## src/rtl/enc8to3_stream_pkg.sv

```systemverilog
// -----------------------------------------------------------------------------
// enc8to3_stream_pkg
//   Shared definitions for the sequential 8-to-3 encoder: vector/index widths,
//   the scan FSM state type and a small population helper used by the
//   priority encoder.
// -----------------------------------------------------------------------------
package enc8to3_stream_pkg;

  localparam int ENC_IN_W  = 8;
  localparam int ENC_IDX_W = 3;

  typedef enum logic {
    ST_IDLE = 1'b0,
    ST_SCAN = 1'b1
  } state_e;

  // True when exactly one bit of v is set: clearing the lowest set bit
  // must leave nothing behind.
  function automatic logic is_single(input logic [ENC_IN_W-1:0] v);
    return (v != '0) && ((v & (v - 1'b1)) == '0);
  endfunction

endpackage

```

## src/rtl/enc8to3_stream_prio_enc8.sv

```systemverilog
// -----------------------------------------------------------------------------
// enc8to3_stream_prio_enc8
//   Combinational priority encoder over an 8-bit pending mask.
//   Ports:
//     pending_i [7:0]  bits still to be emitted
//     idx_o     [2:0]  index of the highest-priority set bit (0 when none)
//     onehot_o  [7:0]  one-hot mask of that bit (the bit to clear)
//     single_o         exactly one bit of pending_i is set
//     any_o            pending_i is non-zero
//   MSB_FIRST=1 gives priority to the highest index, 0 to the lowest.
// -----------------------------------------------------------------------------
module enc8to3_stream_prio_enc8
  import enc8to3_stream_pkg::*;
#(
  parameter bit MSB_FIRST = 1'b1
) (
  input  logic [ENC_IN_W-1:0]  pending_i,
  output logic [ENC_IDX_W-1:0] idx_o,
  output logic [ENC_IN_W-1:0]  onehot_o,
  output logic                 single_o,
  output logic                 any_o
);

  // The loop runs toward the winning end so the last match assigned wins.
  always_comb begin
    idx_o = '0;
    if (MSB_FIRST) begin
      for (int i = 0; i < ENC_IN_W; i++) begin
        if (pending_i[i]) idx_o = i[ENC_IDX_W-1:0];
      end
    end else begin
      for (int i = ENC_IN_W - 1; i >= 0; i--) begin
        if (pending_i[i]) idx_o = i[ENC_IDX_W-1:0];
      end
    end
  end

  always_comb begin
    onehot_o = '0;
    if (any_o) onehot_o = {{(ENC_IN_W-1){1'b0}}, 1'b1} << idx_o;
  end

  assign any_o    = |pending_i;
  assign single_o = is_single(pending_i);

endmodule

```

## src/rtl/enc8to3_stream.sv

```systemverilog
// -----------------------------------------------------------------------------
// enc8to3_stream
//   Sequential 8-to-3 encoder. Accepts a multi-hot vector over valid/ready
//   and emits the 3-bit index of each set bit, one per output transfer, in
//   priority order. out_last flags the final index of a vector; none pulses
//   for one cycle when an all-zero vector is accepted.
//   Ports:
//     clk, rst_n           clock / asynchronous active-low reset
//     en                   gates acceptance of new vectors only
//     in_valid, in_ready   input handshake (in_ready = idle && en)
//     in [7:0]             multi-hot input vector
//     out_valid, out_ready output handshake (out_valid registered)
//     out [2:0]            current index, holds its value while idle
//     out_last             current index is the last of the vector
//     none                 one-cycle pulse on an accepted all-zero vector
//
//   state   | meaning
//   --------+------------------------------------------------------------
//   ST_IDLE | no vector in flight; in_ready follows en
//   ST_SCAN | presenting indices; out_valid=1 until the out_last transfer
//
//   pending_q holds the bits that remain *after* the index currently shown on
//   out, so the single encoder instance can compute the next index directly
//   from it (in ST_SCAN) or from the incoming vector (in ST_IDLE).
// -----------------------------------------------------------------------------
module enc8to3_stream
  import enc8to3_stream_pkg::*;
#(
  parameter bit MSB_FIRST = 1'b1
) (
  input  logic                 clk,
  input  logic                 rst_n,
  input  logic                 en,
  input  logic                 in_valid,
  output logic                 in_ready,
  input  logic [ENC_IN_W-1:0]  in,
  output logic                 out_valid,
  input  logic                 out_ready,
  output logic [ENC_IDX_W-1:0] out,
  output logic                 out_last,
  output logic                 none
);

  state_e                 state_q, state_d;
  logic [ENC_IN_W-1:0]    pending_q, pending_d;
  logic [ENC_IDX_W-1:0]   out_q, out_d;
  logic                   out_valid_q, out_valid_d;
  logic                   out_last_q, out_last_d;
  logic                   none_q, none_d;

  logic                   accept;
  logic                   xfer;
  logic [ENC_IN_W-1:0]    enc_src;
  logic [ENC_IDX_W-1:0]   enc_idx;
  logic [ENC_IN_W-1:0]    enc_onehot;
  logic                   enc_single;
  logic                   enc_any;

  assign in_ready = (state_q == ST_IDLE) && en;
  assign accept   = in_valid && in_ready;
  assign xfer     = out_valid_q && out_ready;

  // While scanning, the incoming vector is ignored entirely.
  assign enc_src = (state_q == ST_IDLE) ? in : pending_q;

  enc8to3_stream_prio_enc8 #(
    .MSB_FIRST (MSB_FIRST)
  ) u_prio (
    .pending_i (enc_src),
    .idx_o     (enc_idx),
    .onehot_o  (enc_onehot),
    .single_o  (enc_single),
    .any_o     (enc_any)
  );

  // State register
  always_ff @(posedge clk or negedge rst_n) begin
    if (!rst_n) state_q <= ST_IDLE;
    else        state_q <= state_d;
  end

  // Next-state logic
  always_comb begin
    state_d = state_q;
    case (state_q)
      ST_IDLE: if (accept && enc_any)   state_d = ST_SCAN;
      ST_SCAN: if (xfer && out_last_q)  state_d = ST_IDLE;
      default:                          state_d = ST_IDLE;
    endcase
  end

  // Output / datapath next values
  always_comb begin
    pending_d   = pending_q;
    out_d       = out_q;
    out_valid_d = out_valid_q;
    out_last_d  = out_last_q;
    none_d      = 1'b0;
    case (state_q)
      ST_IDLE: begin
        if (accept) begin
          if (enc_any) begin
            pending_d   = in & ~enc_onehot;
            out_d       = enc_idx;
            out_valid_d = 1'b1;
            out_last_d  = enc_single;
          end else begin
            none_d = 1'b1;
          end
        end
      end
      ST_SCAN: begin
        if (xfer) begin
          if (out_last_q) begin
            pending_d   = '0;
            out_valid_d = 1'b0;
            out_last_d  = 1'b0;
          end else begin
            pending_d  = pending_q & ~enc_onehot;
            out_d      = enc_idx;
            out_last_d = enc_single;
          end
        end
      end
      default: begin
        pending_d   = '0;
        out_valid_d = 1'b0;
        out_last_d  = 1'b0;
      end
    endcase
  end

  always_ff @(posedge clk or negedge rst_n) begin
    if (!rst_n) begin
      pending_q   <= '0;
      out_q       <= '0;
      out_valid_q <= 1'b0;
      out_last_q  <= 1'b0;
      none_q      <= 1'b0;
    end else begin
      pending_q   <= pending_d;
      out_q       <= out_d;
      out_valid_q <= out_valid_d;
      out_last_q  <= out_last_d;
      none_q      <= none_d;
    end
  end

  assign out_valid = out_valid_q;
  assign out       = out_q;
  assign out_last  = out_last_q;
  assign none      = none_q;

endmodule
```

## config.mk

```make
export PLATFORM = sky130hd
export DESIGN_NAME = enc8to3_stream
export DESIGN_NICKNAME = d
export VERILOG_FILES = /design/src/rtl/enc8to3_stream_pkg.sv /design/src/rtl/enc8to3_stream_prio_enc8.sv /design/src/rtl/enc8to3_stream.sv
export SDC_FILE = /design/constraint.sdc
export NUM_CORES = 1
export LEC_CHECK = 0
export ABC_CLOCK_PERIOD_IN_PS = 2800
export CAP_MARGIN = 20
export CELL_PAD_IN_SITES_DETAIL_PLACEMENT = 0
export CELL_PAD_IN_SITES_GLOBAL_PLACEMENT = 1
export CORE_MARGIN = 3
export CORE_UTILIZATION = 30
export CTS_BUF_LIST = sky130_fd_sc_hd__clkbuf_2 sky130_fd_sc_hd__clkbuf_4 sky130_fd_sc_hd__clkbuf_8
export CTS_CLUSTER_DIAMETER = 60
export CTS_CLUSTER_SIZE = 12
export DETAILED_ROUTE_END_ITERATION = 8
export PLACE_DENSITY_LB_ADDON = 0.12
export SYNTH_ARGS = -nofsm -noshare
export SYNTH_HDL_FRONTEND = slang
export SYNTH_SLANG_ARGS = --single-unit
```

## constraint.sdc

```tcl
create_clock -name clk -period 2.8 [get_ports clk]
set_input_delay 0.7 -clock clk [delete_from_list [all_inputs] [get_ports clk]]
set_output_delay 0.7 -clock clk [all_outputs]
set_load 0.02 [all_outputs]
```

==> results.json <==
{
  "outcome": "finished clean",
  "p_sw_share_pct": 45.5,
  "p_leak_nw": 0.562,
  "cts.sinks": 15,
  "max_freq_mhz": 380,
  "diodes": 0,
  "highest_layer": "met4",
  "pwr-share-comb_pct": 62.0,
  "slew_headroom_pct": 50.6,
  "seqPwrFrac_pct": 27.8,
  "period_share_pct": 94.0,
  "vias_per_cell": 5.50,
  "die_area_um2": 4300,
  "finalSetupViolCount": 0,
  "die_w_um": 65.5,
  "hold_class": "reg2reg",
  "finClkSkew_ns": 0.00363,
  "clock_power_share_pct": 10.2,
  "instances_no_fill": 193,
  "final_cell_mix": "19 x clkdlybuf4s50_1, 15 x dfrtp_1, 12 x buf_4, 10 x a21oi_1, 9 x nor2_1",
  "overflow": 0,
  "worst_pin_slew_ns": 0.739,
  "async_flop_share_pct": 100,
  "drc_errors": 0,
  "ir_worst_vdd_v": 0.000363,
  "dpl.hpwl_um": 2400,
  "grt_pass1_vias": 1024,
  "rsz0062_at_grt": "no",
  "wl_met3_um": 222,
  "vias": 1062,
  "cts_tree": "built",
  "met1Wirelength_um": 1420,
  "antenna_found_initial": 0,
  "clock-root-buffer": "clkbuf_4",
  "place_ws_ns": 0.0764,
  "cp_max_fo": 2,
  "setup_tns_ns": 0,
  "cts_buffer_depth": 2,
  "final_common_cell": "clkdlybuf4s50_1",
  "grt_max_degree": 16,
  "synth_cells": 119,
  "synth-edff-count": 0,
  "synth-seq-cells": 15,
  "wl_met2_um": 1440,
  "yosysSeqAreaShare_pct": 35.3,
  "clk_latency_ns": 0.30,
  "drt_iter0_markers": 77,
  "fin_area_um2": 1390,
  "globalplace.congestion": 0.946,
  "core_area_um2": 3200,
  "post-cts-setup-buffer-count": 0,
  "cts_hold_buf": 0,
  "area_growth_pct": 30.5,
  "worstSetupPathType": "in2out",
  "cts_buffers": 3,
  "cp.arrival_ns": 1.93,
  "pin_count": 20,
  "grt_usage_pct": 16.5,
  "htreeDepth": 1,
  "finalHoldViolCount": 0,
  "ctsResizeCount": 0,
  "placedCellCount": 189,
  "synth.avg_cell_area_um2": 8.94,
  "powerDensity_nw_per_um2": 1000,
  "critical_path_required_ns": 2.10,
  "setup_slack_ns": 0.167,
  "slew_viol_final": 0,
  "dieHeight_um": 65.5,
  "p_sw_mw": 0.634,
  "netlist_area_um2": 1060,
  "critPathCaptureType": "output pin",
  "final_layout_size_suffix_gt1_share_pct": 18.1,
  "clkTransAtPathRegs_ns": 0.09,
  "placed_area_um2": 1360,
  "period_needed_ns": 2.63,
  "worstSetupStartpointType": "input pin",
  "synth_nets": 132,
  "io_buffers": 19,
  "ant_nets": 0,
  "grt_pass1_wl_um": 5300,
  "wirelength_um": 3120,
  "ys.flop_type": "dfrtp_1",
  "final.fill_count": 344,
  "rows": 20,
  "ys_types": 43,
  "drt_pass1_iterations": 4,
  "start_util_pct": 33.2,
  "drv_cap": 0,
  "yosysWarnings": 0,
  "p_int_mw": 0.760,
  "wire_per_inst_um": 16.2,
  "nets": 163
}
-- per-layer routing --
metal  vias up  global-route usage (%)
li1        512                       -
met3         5                    3.08
met4         0                    5.70
met5         -                       0
met1       507                    22.3
met2        38                    26.2
-- final timing paths --
check / from / end / slack, ns / depth (start not counted)
max: en / in_ready / 0.17 / 3
min: out[2] / out[2] / 0.50 / 1
max reg2reg: state_q / out[2] / 0.45 / 7
min reg2reg: out[2] / out[2] / 0.50 / 1
max in group asynchronous: rst_n / pending_q[6] / 1.50 / 1
min in group asynchronous: rst_n / pending_q[1] / 0.83 / 1
-- kinds of logic (layout without fill, tap and decap cells) --
logic type             after synthesis  in the layout  share of synthesized area (%)
muxes                                5              5                           4.94
DFF                                 15             15                           35.3
AOI/OAI and AO/OA                   46             46                           31.8
buffers and inverters               11             41                           6.00
and+or+nand+nor                     42             42                           22.0
-- cells in the mapped netlist (all sizes together), types with 2 or more instances --
cell type	count	share of area, %
inv	6	2.1
nor3b	4	3.3
or2	2	1.2
dfrtp	15	35
o2bb2ai	2	1.6
mux2	2	2.1
o311ai	2	2.4
nor2b	3	1.8
clkbuf	2	0.71
nor3	5	3.3
a32o	3	2.9
nand3	4	1.9
a21o	3	2.1
mux2i	3	2.8
buf	3	3.2
o22ai	3	1.8
a31oi	4	2.4
a21oi	11	5.5
o21ai	9	4.2
nor2	9	3.2
nand2	9	3.4
-- power by group through the flow --
| stage | combinational (mW) | sequential, mW | clock [mW] |
|---|---|---|---|
| 6_report | 0.864 | 0.388 | 0.143 |
| 5_1_grt | 0.946 | 0.406 | 0.166 |
| 3_3_place_gp | 0.861 | 0.389 | 0 |
| 4_1_cts | 0.863 | 0.387 | 0.145 |
| 3_5_place_dp | 0.860 | 0.392 | 0 |
| 2_1_floorplan | 0.578 | 0.386 | 0 |
-- layout make-up --
type | instances | area (µm²) | share of cell area, %
inverters | 6 | 22.5 | 1.62
clock buffers | 4 | 30.0 | 2.16
repair buffers | 31 | 280 | 20.2
flip-flops and latches | 15 | 375 | 27.1
well taps | 44 | 55.1 | 3.97
multi-input cells | 93 | 624 | 45.0
-- stage by stage --
stage / total power [mW] / utilization, % / hold slack, ns
after floorplan: 0.964 / - / 0.404
after global placement: 1.25 / 42.4 / 0.478
after detailed placement: 1.25 / 42.4 / 0.484
after CTS: 1.40 / 43.3 / 0.511
after global routing: 1.52 / 43.3 / 0.549
final: 1.39 / 43.3 / 0.504
-- flip-flops by register name (all words and copies together), names as in the netlist --
name	cells
pending_q	8
out	3
out_valid	1
out_last	1
state_q	1
none	1
-- worst max-delay path: stages --
cell and delay (ns):
clkdlybuf4s50_1 0.45, nor2b_1 0.16, clkdlybuf4s50_1 0.62
Power figures use the tool's default switching activity.
